### src/rtl/sun2_dvma_arbiter.sv
// sun2_dvma_arbiter: hands bus ownership from the 68010 CPU to one of NREQ DVMA
//   masters with round-robin priority, using the 68000 BR/BG/BGACK handshake.
// Ports: CLK/RESET (sync, active high); REQ_n/BG_n/AS_n asynchronous active-low
//   inputs; BR_n/BGACK_n/GNT_n registered active-low outputs; OWNER/BUSY show the
//   current grant; TMO pulses when a request gives up waiting for BG.
module sun2_dvma_arbiter #(
  parameter int NREQ        = 4,
  parameter int SYNC_STAGES = 2,
  parameter int TIMEOUT     = 255
) (
  input  logic            CLK,
  input  logic            RESET,
  input  logic [NREQ-1:0] REQ_n,
  input  logic            BG_n,
  input  logic            AS_n,
  output logic            BR_n,
  output logic            BGACK_n,
  output logic [NREQ-1:0] GNT_n,
  output logic [2:0]      OWNER,
  output logic            BUSY,
  output logic            TMO
);

  typedef enum logic [2:0] {IDLE, REQUEST, WAIT_BUS, GRANT, RELEASE} state_t;

  // Synchronizer chains hold raw (active-low) values; stage 0 samples the pin.
  logic [NREQ-1:0]        req_sync [SYNC_STAGES];
  logic [SYNC_STAGES-1:0] bg_sync;
  logic [SYNC_STAGES-1:0] as_sync;

  always_ff @(posedge CLK) begin
    if (RESET) begin
      for (int i = 0; i < SYNC_STAGES; i++) req_sync[i] <= '1;
      bg_sync <= '1;
      as_sync <= '1;
    end else begin
      req_sync[0] <= REQ_n;
      bg_sync[0]  <= BG_n;
      as_sync[0]  <= AS_n;
      for (int i = 1; i < SYNC_STAGES; i++) begin
        req_sync[i] <= req_sync[i-1];
        bg_sync[i]  <= bg_sync[i-1];
        as_sync[i]  <= as_sync[i-1];
      end
    end
  end

  logic [NREQ-1:0] sreq;
  logic            sbg, sas;
  assign sreq = ~req_sync[SYNC_STAGES-1];
  assign sbg  = ~bg_sync[SYNC_STAGES-1];
  assign sas  = ~as_sync[SYNC_STAGES-1];

  state_t          state_q, state_d;
  logic [2:0]      ptr_q, ptr_d, w_q, w_d, owner_q, owner_d;
  logic [7:0]      cnt_q, cnt_d;
  logic            br_q, br_d, bgack_q, bgack_d, busy_q, busy_d, tmo_q, tmo_d;
  logic [NREQ-1:0] gnt_q, gnt_d;

  // Round-robin winner: rotate the request vector so PTR lands at bit 0, take
  // the lowest set bit, then add PTR back modulo NREQ.
  logic [2*NREQ-1:0] req_dbl;
  logic [NREQ-1:0]   req_rot;
  logic [2:0]        off;
  logic [3:0]        sum4;
  logic [2:0]        win;

  always_comb begin
    req_dbl = {sreq, sreq} >> ptr_q;
    req_rot = req_dbl[NREQ-1:0];
    off     = 3'd0;
    for (int i = NREQ-1; i >= 0; i--) begin
      if (req_rot[i]) off = 3'(i);
    end
    sum4 = {1'b0, ptr_q} + {1'b0, off};
    win  = (sum4 >= 4'(NREQ)) ? 3'(sum4 - 4'(NREQ)) : sum4[2:0];
  end

  // Latched winner as a one-hot mask, and the next round-robin start point.
  logic [NREQ-1:0] w_oh;
  logic            req_w;
  logic [2:0]      w_inc;

  always_comb begin
    for (int i = 0; i < NREQ; i++) w_oh[i] = (w_q == 3'(i));
    req_w = |(sreq & w_oh);
    w_inc = (w_q == 3'(NREQ-1)) ? 3'd0 : w_q + 3'd1;
  end

  always_ff @(posedge CLK) begin
    if (RESET) begin
      state_q <= IDLE;
      ptr_q   <= 3'd0;
      w_q     <= 3'd0;
      cnt_q   <= 8'd0;
      br_q    <= 1'b1;
      bgack_q <= 1'b1;
      gnt_q   <= '1;
      owner_q <= 3'd0;
      busy_q  <= 1'b0;
      tmo_q   <= 1'b0;
    end else begin
      state_q <= state_d;
      ptr_q   <= ptr_d;
      w_q     <= w_d;
      cnt_q   <= cnt_d;
      br_q    <= br_d;
      bgack_q <= bgack_d;
      gnt_q   <= gnt_d;
      owner_q <= owner_d;
      busy_q  <= busy_d;
      tmo_q   <= tmo_d;
    end
  end

  always_comb begin
    state_d = state_q;
    ptr_d   = ptr_q;
    w_d     = w_q;
    cnt_d   = cnt_q;
    br_d    = br_q;
    bgack_d = bgack_q;
    gnt_d   = gnt_q;
    owner_d = owner_q;
    busy_d  = busy_q;
    tmo_d   = 1'b0;
    case (state_q)
      IDLE: begin
        if (|sreq) begin
          w_d     = win;
          br_d    = 1'b0;
          cnt_d   = 8'd0;
          state_d = REQUEST;
        end
      end
      REQUEST: begin
        // Withdrawal beats a simultaneous BG so a master that left is never granted.
        if (!req_w) begin
          br_d    = 1'b1;
          state_d = IDLE;
        end else if (sbg) begin
          state_d = WAIT_BUS;
        end else if (cnt_q == 8'(TIMEOUT-1)) begin
          br_d    = 1'b1;
          tmo_d   = 1'b1;
          ptr_d   = w_inc;
          state_d = IDLE;
        end else begin
          cnt_d = cnt_q + 8'd1;
        end
      end
      WAIT_BUS: begin
        // Take the bus only once the CPU's current cycle has finished.
        if (!sas) begin
          bgack_d = 1'b0;
          br_d    = 1'b1;
          gnt_d   = ~w_oh;
          owner_d = w_q;
          busy_d  = 1'b1;
          state_d = GRANT;
        end
      end
      GRANT: begin
        if (!req_w) begin
          gnt_d   = '1;
          bgack_d = 1'b1;
          busy_d  = 1'b0;
          state_d = RELEASE;
        end
      end
      RELEASE: begin
        ptr_d   = w_inc;
        state_d = IDLE;
      end
      default: state_d = IDLE;
    endcase
  end

  assign BR_n    = br_q;
  assign BGACK_n = bgack_q;
  assign GNT_n   = gnt_q;
  assign OWNER   = owner_q;
  assign BUSY    = busy_q;
  assign TMO     = tmo_q;

endmodule

### config.mk
export PLATFORM = sky130hd
export DESIGN_NAME = sun2_dvma_arbiter
export DESIGN_NICKNAME = d
export VERILOG_FILES = /design/src/rtl/sun2_dvma_arbiter.sv
export SDC_FILE = /design/constraint.sdc
export NUM_CORES = 1
export LEC_CHECK = 0
export ABC_AREA = 1
export BUFFER_PORTS_ARGS = -buffer_cell sky130_fd_sc_hd__clkbuf_2
export CORE_ASPECT_RATIO = 0.5
export CORE_MARGIN = 2
export CORE_UTILIZATION = 50
export CTS_CLUSTER_DIAMETER = 30
export DETAILED_ROUTE_END_ITERATION = 7
export GPL_ROUTABILITY_DRIVEN = 0
export PLACE_DENSITY = 0.69
export RECOVER_POWER = 100
export SYNTH_ARGS = -nofsm -noshare
export SYNTH_HDL_FRONTEND = slang
export SYNTH_SLANG_ARGS = --single-unit
export TNS_END_PERCENT = 50
### constraint.sdc
create_clock -name CLK -period 2.9 [get_ports CLK]
set_input_delay 0 -clock CLK [delete_from_list [all_inputs] [get_ports CLK]]
set_output_delay 0 -clock CLK [all_outputs]
set_load 0.05 [all_outputs]
==> metrics.md <==
| Metric | Value |
|---|---|
| Status | `finished clean` |
| Synth Net Count | `311` |
| Final Worst Setup Slack | `around 540 ps` |
| Final setup fails | `0` |
| Max Buffers Root-to-Sink | `2` |
| Sequential area share after synthesis | `0.382` |
| CP Data Arrival Time | `2520 ps` |
| Post-CTS Setup Bufs | `0` |
| Crit path cell chain | `clkinv_1, nor2_1, inv_1, o21ai_0, nand2_1, a21oi_1, ha_1, inv_1, fa_1, inv_1, o21ai_0, a21oi_1` |
| Antenna violations before repair | `0` |
| Final Hold Vio Count | `0` |
| Number of global-route vias before repair | `1688` |
| CTS clk-pin slew, worst paths | `80 ps` |
| WP data required | `3060 ps` |
| Synth Register Bits | `40` |
| Core ar. | `~0.004 mm²` |
| GRT Residual Overflow | `0` |
| Worst setup EP type | `flip-flop` |
| DPL Wire Length | `3030 µm` |
| Commonest non-fill, non-tap cell in the layout | `nand2_1` |
| Pre-CTS WS | `541 ps` |
| Synth Area per Inst | `7.12 µm²` |
| Slew Limit Fails | `0` |
| CTS resizes | `0` |
| Post-Route WL | `roughly 4100 µm` |
| Max-cap violation count | `0` |
| Pin count of the biggest net entering global routing | `30` |
| CTS root buf | `clkbuf_8` |
| Starting Density | `0.528` |
| Synthesized area | `0.00209 mm²` |
| Row cnt | `16` |
| Die area | `between 0.004 and 0.005 mm²` |
| Post-Route Hold Slack | `226 ps` |
| Fin crit share | `0.813` |
| I/O Buffers | `18` |
| CTS buffer count | `5` |
| LEAKAGE | `0.000996 µW` |
| Fmax | `424 MHz` |
| Setup Skew | `8.43 ps` |
| Htree depth | `2` |
| Max incr delay on CP | `480 ps` |
| Min-Delay Path Class | `in2reg` |
| Area grow syn2layout | `10.3%` |
| Global Route Usage Sum | `0.191` |
| Vias per cell | `4.86` |
| Crit Path Category | `reg2reg` |
| Avg WL per Cell | `11.1 µm` |
| Share of layout cells above drive strength 1 | `0.142` |
| Die Span X | `95.5 µm` |
| Most frequent cells in the layout | `nand2_1, dfxtp_1, inv_1, nand3_1, nor2_1` |
| Crit-path slowest cell | `fa_1` |
| Die height | `49.8 µm` |
| Final min period | `2360 ps` |
| Syn Inst Count | `294` |
| CTS tree | `built` |
| Most frequent CP cell | `inv_1` |
| IO Pins | `19` |
| Yosys warns | `0` |
| Initial drt markers | `87` |
| Final Net Count | `335` |
| Worst-path maximum fanout | `8` |
| DRC violations left | `0` |
| Worst skew pair latency | `approximately 290 ps` |
| Setup crit start kind | `flip-flop` |
| Slew @ Worst Pin | `641 ps` |
| DR vias | `1808` |
| Post-CTS Hold Buffers | `6` |
| First-pass GRT wire length | `7020 µm` |
| Worst IR Drop VDD | `about 0.25 mV` |
| Setup TNS | `0 ps` |
| CTS Sinks | `40` |
| Pwr dens | `633 mW/mm²` |
| N_diodes | `0` |
| Normalized max-slew margin | `0.568` |
| DRT antenna net count | `0` |
| TritonRoute pass-1 iters | `4` |
| Synth unique cells | `31` |
| RSZ-0062 raised after global routing | `false` |
-- layout make-up --
cell class                 count  area [µm²]
clock buffer                   5        68.8
multi-input combinational    210        1080
clock inverter                 2        12.5
tap                           54        67.6
inverter                      37         139
fill                         405        1650
sequential                    40         801
timing repair buffer          24         136
-- worst paths after layout --
path / cells past startpoint / slack (ps) / start / endpoint
worst max-delay path: 12 / 540 / ptr_q[1] / w_q[1]
worst min-delay path: 2 / 230 / RESET / ptr_q[2]
worst max register to register: 12 / 540 / ptr_q[1] / w_q[1]
worst min register to register: 1 / 420 / req_sync[0][1] / req_sync[0][5]
-- logic make-up after synthesis --
kind of cell / synth area share
AND/OR/NAND/NOR: 0.369
buffers and inverters: 0.0866
XOR/XNOR: 0.00836
AO/OA/AOI/OAI: 0.0968
flip-flops: 0.382
adder cells (fa/ha/maj): 0.0573
-- where the power goes --
part / total, µW / switching, µW / internal [µW]
combinational: 463 / 329 / 134
clock: 351 / 188 / 163
sequential: 649 / 45.1 / 604
-- stage by stage --
stage | power (µW) | instance area [µm²] | util | std cells
after floorplan | 1050 | 2090 | - | 294
after global placement | 1130 | 2210 | 0.557 | 359
after detailed placement | 1140 | 2210 | 0.557 | 359
after CTS | 1510 | 2350 | 0.593 | 372
after global routing | 1570 | 2310 | 0.583 | 372
final | 1460 | 2310 | 0.583 | 372
-- sequential cells by signal, indices dropped and copies added (netlist names), 3 cells and up --
signal / count
cnt_q: 8
OWNER: 3
GNT_n: 4
w_q: 3
req_sync: 8
ptr_q: 3
state_q: 3
-- Yosys cell counts (all sizes together) --
library cell  count  area (µm²)
clkbuf            4        15.0
or2              16         100
fa                1        20.0
nand3            31         155
o21bai            1        7.51
nor3              1        5.00
ha                8         100
nor3b             1        12.5
nand4             1        6.26
o22ai             4        25.0
nor4              1        6.26
xnor2             1        8.76
a21oi            17        88.8
inv              36         135
buf               3        27.5
o21ai            14        73.8
nand2            76         320
dfxtp            40         801
clkinv            1        3.75
nor2             35         166
xor2              1        8.76
o21a              1        7.51
-- worst max-delay path, delay by kind of cell, from the launching register on --
family / cells / cell delay, ps
buffers and inverters: 4 / 350
DFF: 1 / 350
adders and majority gates: 2 / 660
and+or+nand+nor: 2 / 250
AOI/OAI and AO/OA: 4 / 610
-- routing by layer --
| layer | share of wire | GRT usage | up-vias |
|---|---|---|---|
| met5 | 0 | 0 | - |
| met4 | 0.0085 | 0.0524 | 0 |
| met3 | 0.029 | 0.0550 | 5 |
| met2 | 0.45 | 0.316 | 18 |
| met1 | 0.51 | 0.243 | 814 |
| li1 | - | - | 971 |
No activity file was read; power rests on OpenSTA's default activity.
